==> src/rtl/fwd_hazard_unit_pkg.sv <==
// Shared types and constants for the forwarding / load-use hazard controller.
package fwd_hazard_unit_pkg;

  localparam int DEFAULT_REG_AW = 3;
  // Tag rd field is sized for the widest supported register file; narrower
  // register addresses are zero-extended into it.
  localparam int TAG_RD_W = 8;

  localparam logic [1:0] SEL_RF    = 2'b00;
  localparam logic [1:0] SEL_EXMEM = 2'b01;
  localparam logic [1:0] SEL_MEMWB = 2'b10;

  typedef struct packed {
    logic                valid;
    logic [TAG_RD_W-1:0] rd;
    logic                reg_write;
    logic                mem_read;
  } stage_tag_t;

endpackage

==> src/rtl/fwd_hazard_unit_if.sv <==
// ID-stage request and EX-stage mux-select response bundle for fwd_hazard_unit.
interface fwd_hazard_unit_if
  import fwd_hazard_unit_pkg::*;
#(
  parameter int REG_AW = DEFAULT_REG_AW,
  parameter int CNT_W  = 16
);

  // No handshake: id_* describe the instruction in ID for the current cycle;
  // stall answers combinationally, fwd_sel_* answer one edge later (its EX cycle).
  logic              id_valid;
  logic [REG_AW-1:0] id_rs;
  logic [REG_AW-1:0] id_rt;
  logic [REG_AW-1:0] id_rd;
  logic              id_reg_write;
  logic              id_mem_read;
  logic              flush;
  logic [1:0]        fwd_sel_a;
  logic [1:0]        fwd_sel_b;
  logic              stall;
  logic [CNT_W-1:0]  stall_count;
  stage_tag_t        dbg_ex;
  stage_tag_t        dbg_mem;
  stage_tag_t        dbg_wb;

  modport master (
    output id_valid, id_rs, id_rt, id_rd, id_reg_write, id_mem_read, flush,
    input  fwd_sel_a, fwd_sel_b, stall, stall_count, dbg_ex, dbg_mem, dbg_wb
  );

  modport slave (
    input  id_valid, id_rs, id_rt, id_rd, id_reg_write, id_mem_read, flush,
    output fwd_sel_a, fwd_sel_b, stall, stall_count, dbg_ex, dbg_mem, dbg_wb
  );

endinterface

==> src/rtl/fwd_hazard_unit_pipe_tag_reg.sv <==
// One pipeline-stage destination tag; a bubble loads an all-zero (invalid) tag.
module pipe_tag_reg
  import fwd_hazard_unit_pkg::*;
(
  input  logic       clk,
  input  logic       rst,
  input  logic       bubble_i,
  input  stage_tag_t d_i,
  output stage_tag_t q_o
);

  stage_tag_t tag_q;

  always_ff @(posedge clk) begin
    if (rst || bubble_i) begin
      tag_q <= '0;
    end else begin
      tag_q <= d_i;
    end
  end

  assign q_o = tag_q;

endmodule

==> src/rtl/fwd_hazard_unit.sv <==
// Forwarding select and load-use stall generation for the EX-stage operand muxes.
module fwd_hazard_unit
  import fwd_hazard_unit_pkg::*;
#(
  parameter int REG_AW   = DEFAULT_REG_AW,
  parameter bit ZERO_REG = 1'b1,
  parameter int CNT_W    = 16
) (
  input  logic             clk,
  input  logic             rst,
  fwd_hazard_unit_if.slave hz
);

  stage_tag_t       id_tag;
  stage_tag_t       ex_q;
  stage_tag_t       mem_q;
  stage_tag_t       wb_q;
  logic             stall_w;
  logic             bubble;
  logic [1:0]       sel_a_q, sel_a_d;
  logic [1:0]       sel_b_q, sel_b_d;
  logic [CNT_W-1:0] cnt_q, cnt_d;

  function automatic logic tag_match(stage_tag_t t, logic [REG_AW-1:0] src);
    logic src_ok;
    src_ok = !ZERO_REG || (src != '0);
    return t.valid && t.reg_write && (t.rd == TAG_RD_W'(src)) && src_ok;
  endfunction

  // EX holds the youngest producer, so it is checked first.
  function automatic logic [1:0] next_sel(logic [REG_AW-1:0] src);
    if (tag_match(ex_q, src))       return SEL_EXMEM;
    else if (tag_match(mem_q, src)) return SEL_MEMWB;
    else                            return SEL_RF;
  endfunction

  always_comb begin
    id_tag           = '0;
    id_tag.valid     = hz.id_valid;
    id_tag.rd        = TAG_RD_W'(hz.id_rd);
    id_tag.reg_write = hz.id_reg_write;
    id_tag.mem_read  = hz.id_mem_read;
  end

  assign stall_w = !hz.flush && hz.id_valid && ex_q.mem_read &&
                   (tag_match(ex_q, hz.id_rs) || tag_match(ex_q, hz.id_rt));
  assign bubble  = stall_w || hz.flush;

  always_comb begin
    sel_a_d = bubble ? SEL_RF : next_sel(hz.id_rs);
    sel_b_d = bubble ? SEL_RF : next_sel(hz.id_rt);
    cnt_d   = cnt_q;
    if (stall_w && (cnt_q != '1)) cnt_d = cnt_q + CNT_W'(1);
  end

  always_ff @(posedge clk) begin
    if (rst) begin
      sel_a_q <= SEL_RF;
      sel_b_q <= SEL_RF;
      cnt_q   <= '0;
    end else begin
      sel_a_q <= sel_a_d;
      sel_b_q <= sel_b_d;
      cnt_q   <= cnt_d;
    end
  end

  pipe_tag_reg u_ex  (.clk(clk), .rst(rst), .bubble_i(bubble), .d_i(id_tag), .q_o(ex_q));
  pipe_tag_reg u_mem (.clk(clk), .rst(rst), .bubble_i(1'b0),   .d_i(ex_q),   .q_o(mem_q));
  pipe_tag_reg u_wb  (.clk(clk), .rst(rst), .bubble_i(1'b0),   .d_i(mem_q),  .q_o(wb_q));

  assign hz.fwd_sel_a   = sel_a_q;
  assign hz.fwd_sel_b   = sel_b_q;
  assign hz.stall       = stall_w;
  assign hz.stall_count = cnt_q;
  assign hz.dbg_ex      = ex_q;
  assign hz.dbg_mem     = mem_q;
  assign hz.dbg_wb      = wb_q;

endmodule

==> src/flat_wrapper.sv <==
// flat-port wrapper written by rule: the top's interface ports become plain ports
module fwd_hazard_unit_flat import fwd_hazard_unit_pkg::*;
#(
  parameter int REG_AW   = DEFAULT_REG_AW,
  parameter bit ZERO_REG = 1'b1,
  parameter int CNT_W    = 16
)
  (clk, rst, hz_id_valid, hz_id_rs, hz_id_rt, hz_id_rd, hz_id_reg_write, hz_id_mem_read, hz_flush, hz_fwd_sel_a, hz_fwd_sel_b, hz_stall, hz_stall_count, hz_dbg_ex, hz_dbg_mem, hz_dbg_wb);
  fwd_hazard_unit_if #(.REG_AW(REG_AW), .CNT_W(CNT_W)) hz_i ();
  input  logic clk;
  input  logic rst;
  input wire logic [$bits(hz_i.id_valid)-1:0] hz_id_valid;
  input wire logic [$bits(hz_i.id_rs)-1:0] hz_id_rs;
  input wire logic [$bits(hz_i.id_rt)-1:0] hz_id_rt;
  input wire logic [$bits(hz_i.id_rd)-1:0] hz_id_rd;
  input wire logic [$bits(hz_i.id_reg_write)-1:0] hz_id_reg_write;
  input wire logic [$bits(hz_i.id_mem_read)-1:0] hz_id_mem_read;
  input wire logic [$bits(hz_i.flush)-1:0] hz_flush;
  output wire logic [$bits(hz_i.fwd_sel_a)-1:0] hz_fwd_sel_a;
  output wire logic [$bits(hz_i.fwd_sel_b)-1:0] hz_fwd_sel_b;
  output wire logic [$bits(hz_i.stall)-1:0] hz_stall;
  output wire logic [$bits(hz_i.stall_count)-1:0] hz_stall_count;
  output wire logic [$bits(hz_i.dbg_ex)-1:0] hz_dbg_ex;
  output wire logic [$bits(hz_i.dbg_mem)-1:0] hz_dbg_mem;
  output wire logic [$bits(hz_i.dbg_wb)-1:0] hz_dbg_wb;
  assign hz_i.id_valid = hz_id_valid;
  assign hz_i.id_rs = hz_id_rs;
  assign hz_i.id_rt = hz_id_rt;
  assign hz_i.id_rd = hz_id_rd;
  assign hz_i.id_reg_write = hz_id_reg_write;
  assign hz_i.id_mem_read = hz_id_mem_read;
  assign hz_i.flush = hz_flush;
  assign hz_fwd_sel_a = hz_i.fwd_sel_a;
  assign hz_fwd_sel_b = hz_i.fwd_sel_b;
  assign hz_stall = hz_i.stall;
  assign hz_stall_count = hz_i.stall_count;
  assign hz_dbg_ex = hz_i.dbg_ex;
  assign hz_dbg_mem = hz_i.dbg_mem;
  assign hz_dbg_wb = hz_i.dbg_wb;
  fwd_hazard_unit #(.REG_AW(REG_AW), .ZERO_REG(ZERO_REG), .CNT_W(CNT_W)) u_core (.clk(clk), .rst(rst), .hz(hz_i));
endmodule
==> config.mk <==
export PLATFORM = sky130hd
export DESIGN_NAME = fwd_hazard_unit_flat
export DESIGN_NICKNAME = d
export VERILOG_FILES = /design/src/rtl/fwd_hazard_unit_pkg.sv /design/src/rtl/fwd_hazard_unit_if.sv /design/src/rtl/fwd_hazard_unit_pipe_tag_reg.sv /design/src/rtl/fwd_hazard_unit.sv /design/src/flat_wrapper.sv
export SDC_FILE = /design/constraint.sdc
export NUM_CORES = 1
export LEC_CHECK = 0
export ABC_AREA = 0
export BUFFER_PORTS_ARGS = -buffer_cell sky130_fd_sc_hd__buf_4
export CORE_ASPECT_RATIO = 0.9
export CORE_MARGIN = 5
export CORE_UTILIZATION = 52
export DETAILED_ROUTE_END_ITERATION = 8
export GPL_ROUTABILITY_DRIVEN = 0
export PLACE_DENSITY_LB_ADDON = 0.08
export SLEW_MARGIN = 5
export SYNTH_ARGS = -nofsm -noshare
export SYNTH_HDL_FRONTEND = slang
export SYNTH_SLANG_ARGS = --single-unit
==> constraint.sdc <==
create_clock -name clk -period 3.47 [get_ports clk]
set_clock_uncertainty 0.2 [all_clocks]
set_input_delay 0.1735 -clock clk [delete_from_list [all_inputs] [get_ports clk]]
set_output_delay 0.1735 -clock clk [all_outputs]
set_load 0.05 [all_outputs]
# Word level (Yosys, flattened, before mapping)

Cells that the tools add are included.

Bits in registers: 53
Input bits: 15
Output and inout bits: 54
Logic and storage cells: 51

Add/subtract/negate cells: 1
Eq/ne operators: 5
Multiplexer cells: 4
Reductions and logical operators: 23

Operators by type and width:

| kind                                          | count |
|---|---|
| == test 8 x 3 -> 1 bit                        | 4 |
| adder 16 x 1 -> 16 bit, second input constant | 1 |
| != test 16 bit, second input constant         | 1 |
| logical AND 1 bit                             | 14 |
| nonzero test 3 bit                            | 2 |
| OR reduction 3 bit                            | 2 |
| 2-to-1 mux 2 bit                              | 2 |
| logical OR 1 bit                              | 3 |
| 2-to-1 mux 1 bit                              | 2 |
| OR reduction 2 bit                            | 1 |
| logical NOT 1 bit                             | 1 |

# Depth between registers and ports, before layout

Depth after elaboration: 7
Mapped depth: 7
Gate-level depth less buffers: 6

# Cells and area by module

A second synthesis with hierarchy kept.

Cells, all modules: 216
Area, all modules: 2,290.9 sq um

Modules (own cells, without submodules):

| module          | instances | cells each | area an instance (sq um) | seq. area each (sq um) |
|---|---|---|---|---|
| fwd_hazard_unit | 1         | 144        | 1,164.9                  | 400.4 |
| pipe_tag_reg    | 3         | 24         | 375.4                    | 220.2 |

# Worst setup path after synthesis

OpenSTA, ideal clock, no wires.

Path type: reg-to-output
Start: register u_core.u_ex.tag_q (netlist bit u_core.u_ex.q_o[4])
End: output port hz_stall
Arrival time: 2.218 ns
Path slack: 0.879 ns
Stages on the path, launching flop included: 8
Path through: dfxtp_1 > or3b_1 > a211oi_2 > o21ai_1 > buf_4 > nand2_1 > nand2_1 > nor2_1

Longest elaborated chain between the ends: 5
Elaborated cells between the ends (all ways): 8
Classes of those cells: eq/ne: 2; reduce/logical: 6

Ends and longest elaborated chain:

| what                            | RTL line                           | text |
|---|---|---|
| from (decl)                     | fwd_hazard_unit_pipe_tag_reg.sv:12 | `stage_tag_t tag_q;` |
| from (signal assigned)          | fwd_hazard_unit_pipe_tag_reg.sv:18 | `tag_q <= d_i;` |
| == test 8 x 3 -> 1 bit          | fwd_hazard_unit.sv:27              | `return t.valid && t.reg_write && (t.rd == TAG_RD_W'(src)) && src_ok;` |
| logical AND 1 bit (2 in series) | fwd_hazard_unit.sv:27              |  |
| logical OR 1 bit *              | fwd_hazard_unit.sv:46              | `(tag_match(ex_q, hz.id_rs) \|\| tag_match(ex_q, hz.id_rt));` |
| logical AND 1 bit *             | fwd_hazard_unit.sv:45              | `assign stall_w = !hz.flush && hz.id_valid && ex_q.mem_read &&` |
| to (decl)                       | flat_wrapper.sv:21                 | `output wire logic [$bits(hz_i.stall)-1:0] hz_stall;` |

Every way passes the cells marked *; elsewhere a longest branch is shown, timed or not.

# Final worst setup path

Start: register u_core.u_ex.tag_q (netlist bit u_core.u_ex.q_o[4])
End: register u_core.cnt_q[4] (netlist: u_core.hz.stall_count[4])

Longest elaborated chain between the ends: 6
Elaborated cells between the ends (all ways): 9
Classes of those cells: eq/ne: 2; reduce/logical: 7

Ends and longest elaborated chain:

| what                            | RTL line              | text |
|---|---|---|
| == test 8 x 3 -> 1 bit          | fwd_hazard_unit.sv:27 |  |
| logical AND 1 bit (2 in series) | fwd_hazard_unit.sv:27 |  |
| logical OR 1 bit *              | fwd_hazard_unit.sv:46 |  |
| logical AND 1 bit *             | fwd_hazard_unit.sv:45 |  |
| logical AND 1 bit *             | fwd_hazard_unit.sv:53 | `if (stall_w && (cnt_q != '1)) cnt_d = cnt_q + CNT_W'(1);` |
| to (signal assigned)            | fwd_hazard_unit.sv:64 | `cnt_q <= cnt_d;` |
| to (decl)                       | fwd_hazard_unit.sv:22 | `logic [CNT_W-1:0] cnt_q, cnt_d;` |

Marks and branches as above.
A chain may end at the register's enable or synchronous reset.

==> flow_summary_export.csv <==
group,metric,value,unit
drt,routed.top_layer,"met4",
clock_tree,clk_latency,300,ps
drt,routed-wl-met3,335,um
timing,rsz0062_at_grt,"no",
drt,wl_per_cell,13.8,um
logic_synthesis,ys_async_sr_fraction,0,%
power,seq_power_share,43.7,%
timing,max_freq,0.411,GHz
place,hpwl,3.08,mm
setup_path,critPathArrivalTime,2460,ps
timing,setup_viol,0,
logic_synthesis,ys_ff_latch,38,
min_path,hold_class,"in2reg",
power,ir_drop,0.349,mV
flow_run,drv_cap,0,
drt,ant_nets,0,
final_layout,antenna_cells,0,
place,port_buffers,53,
final_layout,num-nets-final,270,
logic_synthesis,synth_cells,193,
logic_synthesis,postSynthAreaPerCell,9.21,um^2
drt,drt_iter0_markers,70,
clock_tree,cts_resized,0,
floorplan,start_util,53.4,%
grt,grt_max_degree,32,
grt,grt.overflow.total,0,
logic_synthesis,synth_ff_type,"dfxtp_1",
logic_synthesis,synth_top_area_cell,"dfxtp_1",
status,status,"finished, final reports clean",
grt,grtUsageTotal,17.9,%
logic_synthesis,synth_edf_count,0,
final_layout,syn2layout_area_growth,32.7,%
timing,tightest_slew,627,ps
floorplan,ios,69,
logic_synthesis,synth_commonest_cells,"dfxtp_1 (38), nor2_1 (18), buf_4 (16), nor2b_1 (14), nand2_1 (12)",
clock_tree,cts_inserted_buffers,5,
drt,firstDrtPassIters,4,
final_layout,fin_util,70.9,%
drt,via_per_inst,5.14,
drt,vias,1536,
final_layout,drive_gt1_share,27.5,%
timing,whs,52.1,ps
clock_tree,cts_htree_levels,2,
power,power_frac_comb,11.1,%
drt,wl,4.13,mm
setup_path,critPathCaptureType,"register",
setup_path,crit_fanout,12,
logic_synthesis,synth.top_cell.area_share,42.8,%
floorplan,core,0.00333,mm^2
timing,drv_slew,0,
clock_tree,cts_tree,"done",
clock_tree,root_buffer,"clkbuf_8",
power,switchingPower,241,uW
drt,drc,0,
setup_path,critPathLaunchType,"register",
logic_synthesis,syn_area,0.00178,mm^2
logic_synthesis,synth.top_cells.by_area,"dfxtp_1 (43%), buf_4 (6.8%), a2111oi_2 (5.1%), nor2b_1 (4.9%), xnor2_1 (4.4%)",
power,p_int,782,uW
clock_tree,cts.sinks,38,
power,p_total,1020,uW
setup_path,crit_required,3500,ps
floorplan,dieArea,0.00469,mm^2
drt,met2_length,2.01,mm
timing,worst_slack,1040,ps
grt,antenna_found_initial,0,
grt,grt_pass1_wl,6.46,mm
timing,fin_crit,2430,ps
timing,fin_setup_tns,0,ps
timing,fin_crit_sh,70.1,%
power,switching_share,23.6,%
logic_synthesis,yosysMostFrequentCell,"dfxtp_1",
power,power_density,434,mW/mm^2
timing,hold_viol,0,
clock_tree,clk_path_buf_depth,2,
floorplan,rows,20,
clock_tree,path_clk_slew,80,ps
floorplan,die_w,71.6,um
power,total_leakage_power,0.000983,uW
grt,grt_pass1_vias,1426,
setup_path,worstSetupPathType,"reg2reg",
place,pre_cts_ws,1080,ps
floorplan,dieHeight,65.5,um
power,clkPwrFrac,45.2,%
drt,met1_length,1.74,mm
logic_synthesis,yosysSeqAreaShare,42.8,%
logic_synthesis,ys_warn_count,0,
logic_synthesis,ys_types,38,
timing,relSlewSlack,57.9,%
-- per-stage QoR --
stage | cell area (um^2) | instances
floorplan | 1830 | 207
global placement | 2150 | 284
detailed placement | 2150 | 284
CTS | 2360 | 299
global route | 2360 | 299
finish | 2360 | 299
-- layer usage --
layer  up-vias  GRT usage (%)
met5         -              0
met4         0           6.34
met3         5           7.34
met2        49           30.2
met1       720           20.3
li1        762              -
-- sequential cells by signal (all words and copies together), names as in the netlist --
register               cells
u_core.hz.stall_count     16
u_core.u_wb.q_o            6
u_core.hz.fwd_sel_b        2
u_core.u_mem.q_o           6
u_core.hz.fwd_sel_a        2
u_core.u_ex.q_o            6
-- layout make-up --
type / instances / area (um^2)
clock buffer: 6 / 82.6
sequential: 38 / 761
tap: 44 / 55.1
clock inverter: 2 / 60.1
multi-input combinational: 145 / 910
fill: 280 / 970
timing repair buffer: 62 / 483
inverter: 2 / 7.51
-- logic make-up (layout without fill, tap and decap cells) --
group           Yosys count  in the layout  synth area share [%]
xor+xnor                 16             16                  7.89
flops                    38             38                  42.8
fa+ha+maj                 1              1                 0.704
compound gates           29             29                  13.8
buf+inv                  24             72                  8.94
mux                       1              1                 0.563
simple gates             83             83                  25.1
other cells               1             15                 0.211
-- power groups by stage --
| stage | clock, uW | sequential, uW | combinational (uW) |
|---|---|---|---|
| 2_1_floorplan | 0 | 476 | 70.4 |
| 3_3_place_gp | 0 | 457 | 106 |
| 3_5_place_dp | 0 | 457 | 108 |
| 4_1_cts | 468 | 447 | 114 |
| 5_1_grt | 493 | 448 | 121 |
| 6_report | 462 | 447 | 114 |
-- layout by cell type (no fill, tap or decap), types with 2 or more instances in the layout --
cell	count
nand2_1	12
nor4_1	2
nand3_1	4
clkbuf_8	6
nand4_1	3
a21oi_1	7
bufinv_16	2
xor2_1	7
nor3_1	7
and4_1	2
a2111oi_2	6
conb_1	15
dfxtp_1	38
buf_4	55
o21ai_0	4
dlygate4sd3_1	7
and3_1	4
inv_1	2
or3_1	4
and2_1	8
a41oi_1	3
nor2_1	18
nor2b_1	14
xnor2_1	9
a211oi_1	3
-- timing repair --
| action | CTS | global route |
|---|---|---|
| hold buffers | 7 | 0 |
| endpoints found under the setup margin | 0 | 0 |
| setup buffers | 0 | 0 |
| endpoints found under the hold margin | 8 | 0 |
-- path summary, 6_finish.rpt --
| check | startpoint | to | slack (ps) | cells past startpoint |
|---|---|---|---|---|
| setup / recovery | u_core.u_ex.q_o[4] | u_core.hz.stall_count[4] | 1040 | 7 |
| hold / removal | rst | u_core.u_mem.q_o[3] | 50 | 2 |
| setup reg to reg | u_core.u_ex.q_o[4] | u_core.hz.stall_count[4] | 1040 | 7 |
| hold reg to reg | u_core.u_mem.q_o[10] | u_core.u_wb.q_o[10] | 280 | 1 |
-- worst max-delay path: stages (launching register included) --
cell and delay [ps]:
dfxtp_1 370, or3b_1 400, a211oi_2 180, o21ai_1 80, buf_4 190, a211o_1 400
or3_1 390, a21oi_1 140
(Power assumes the default switching activity.)
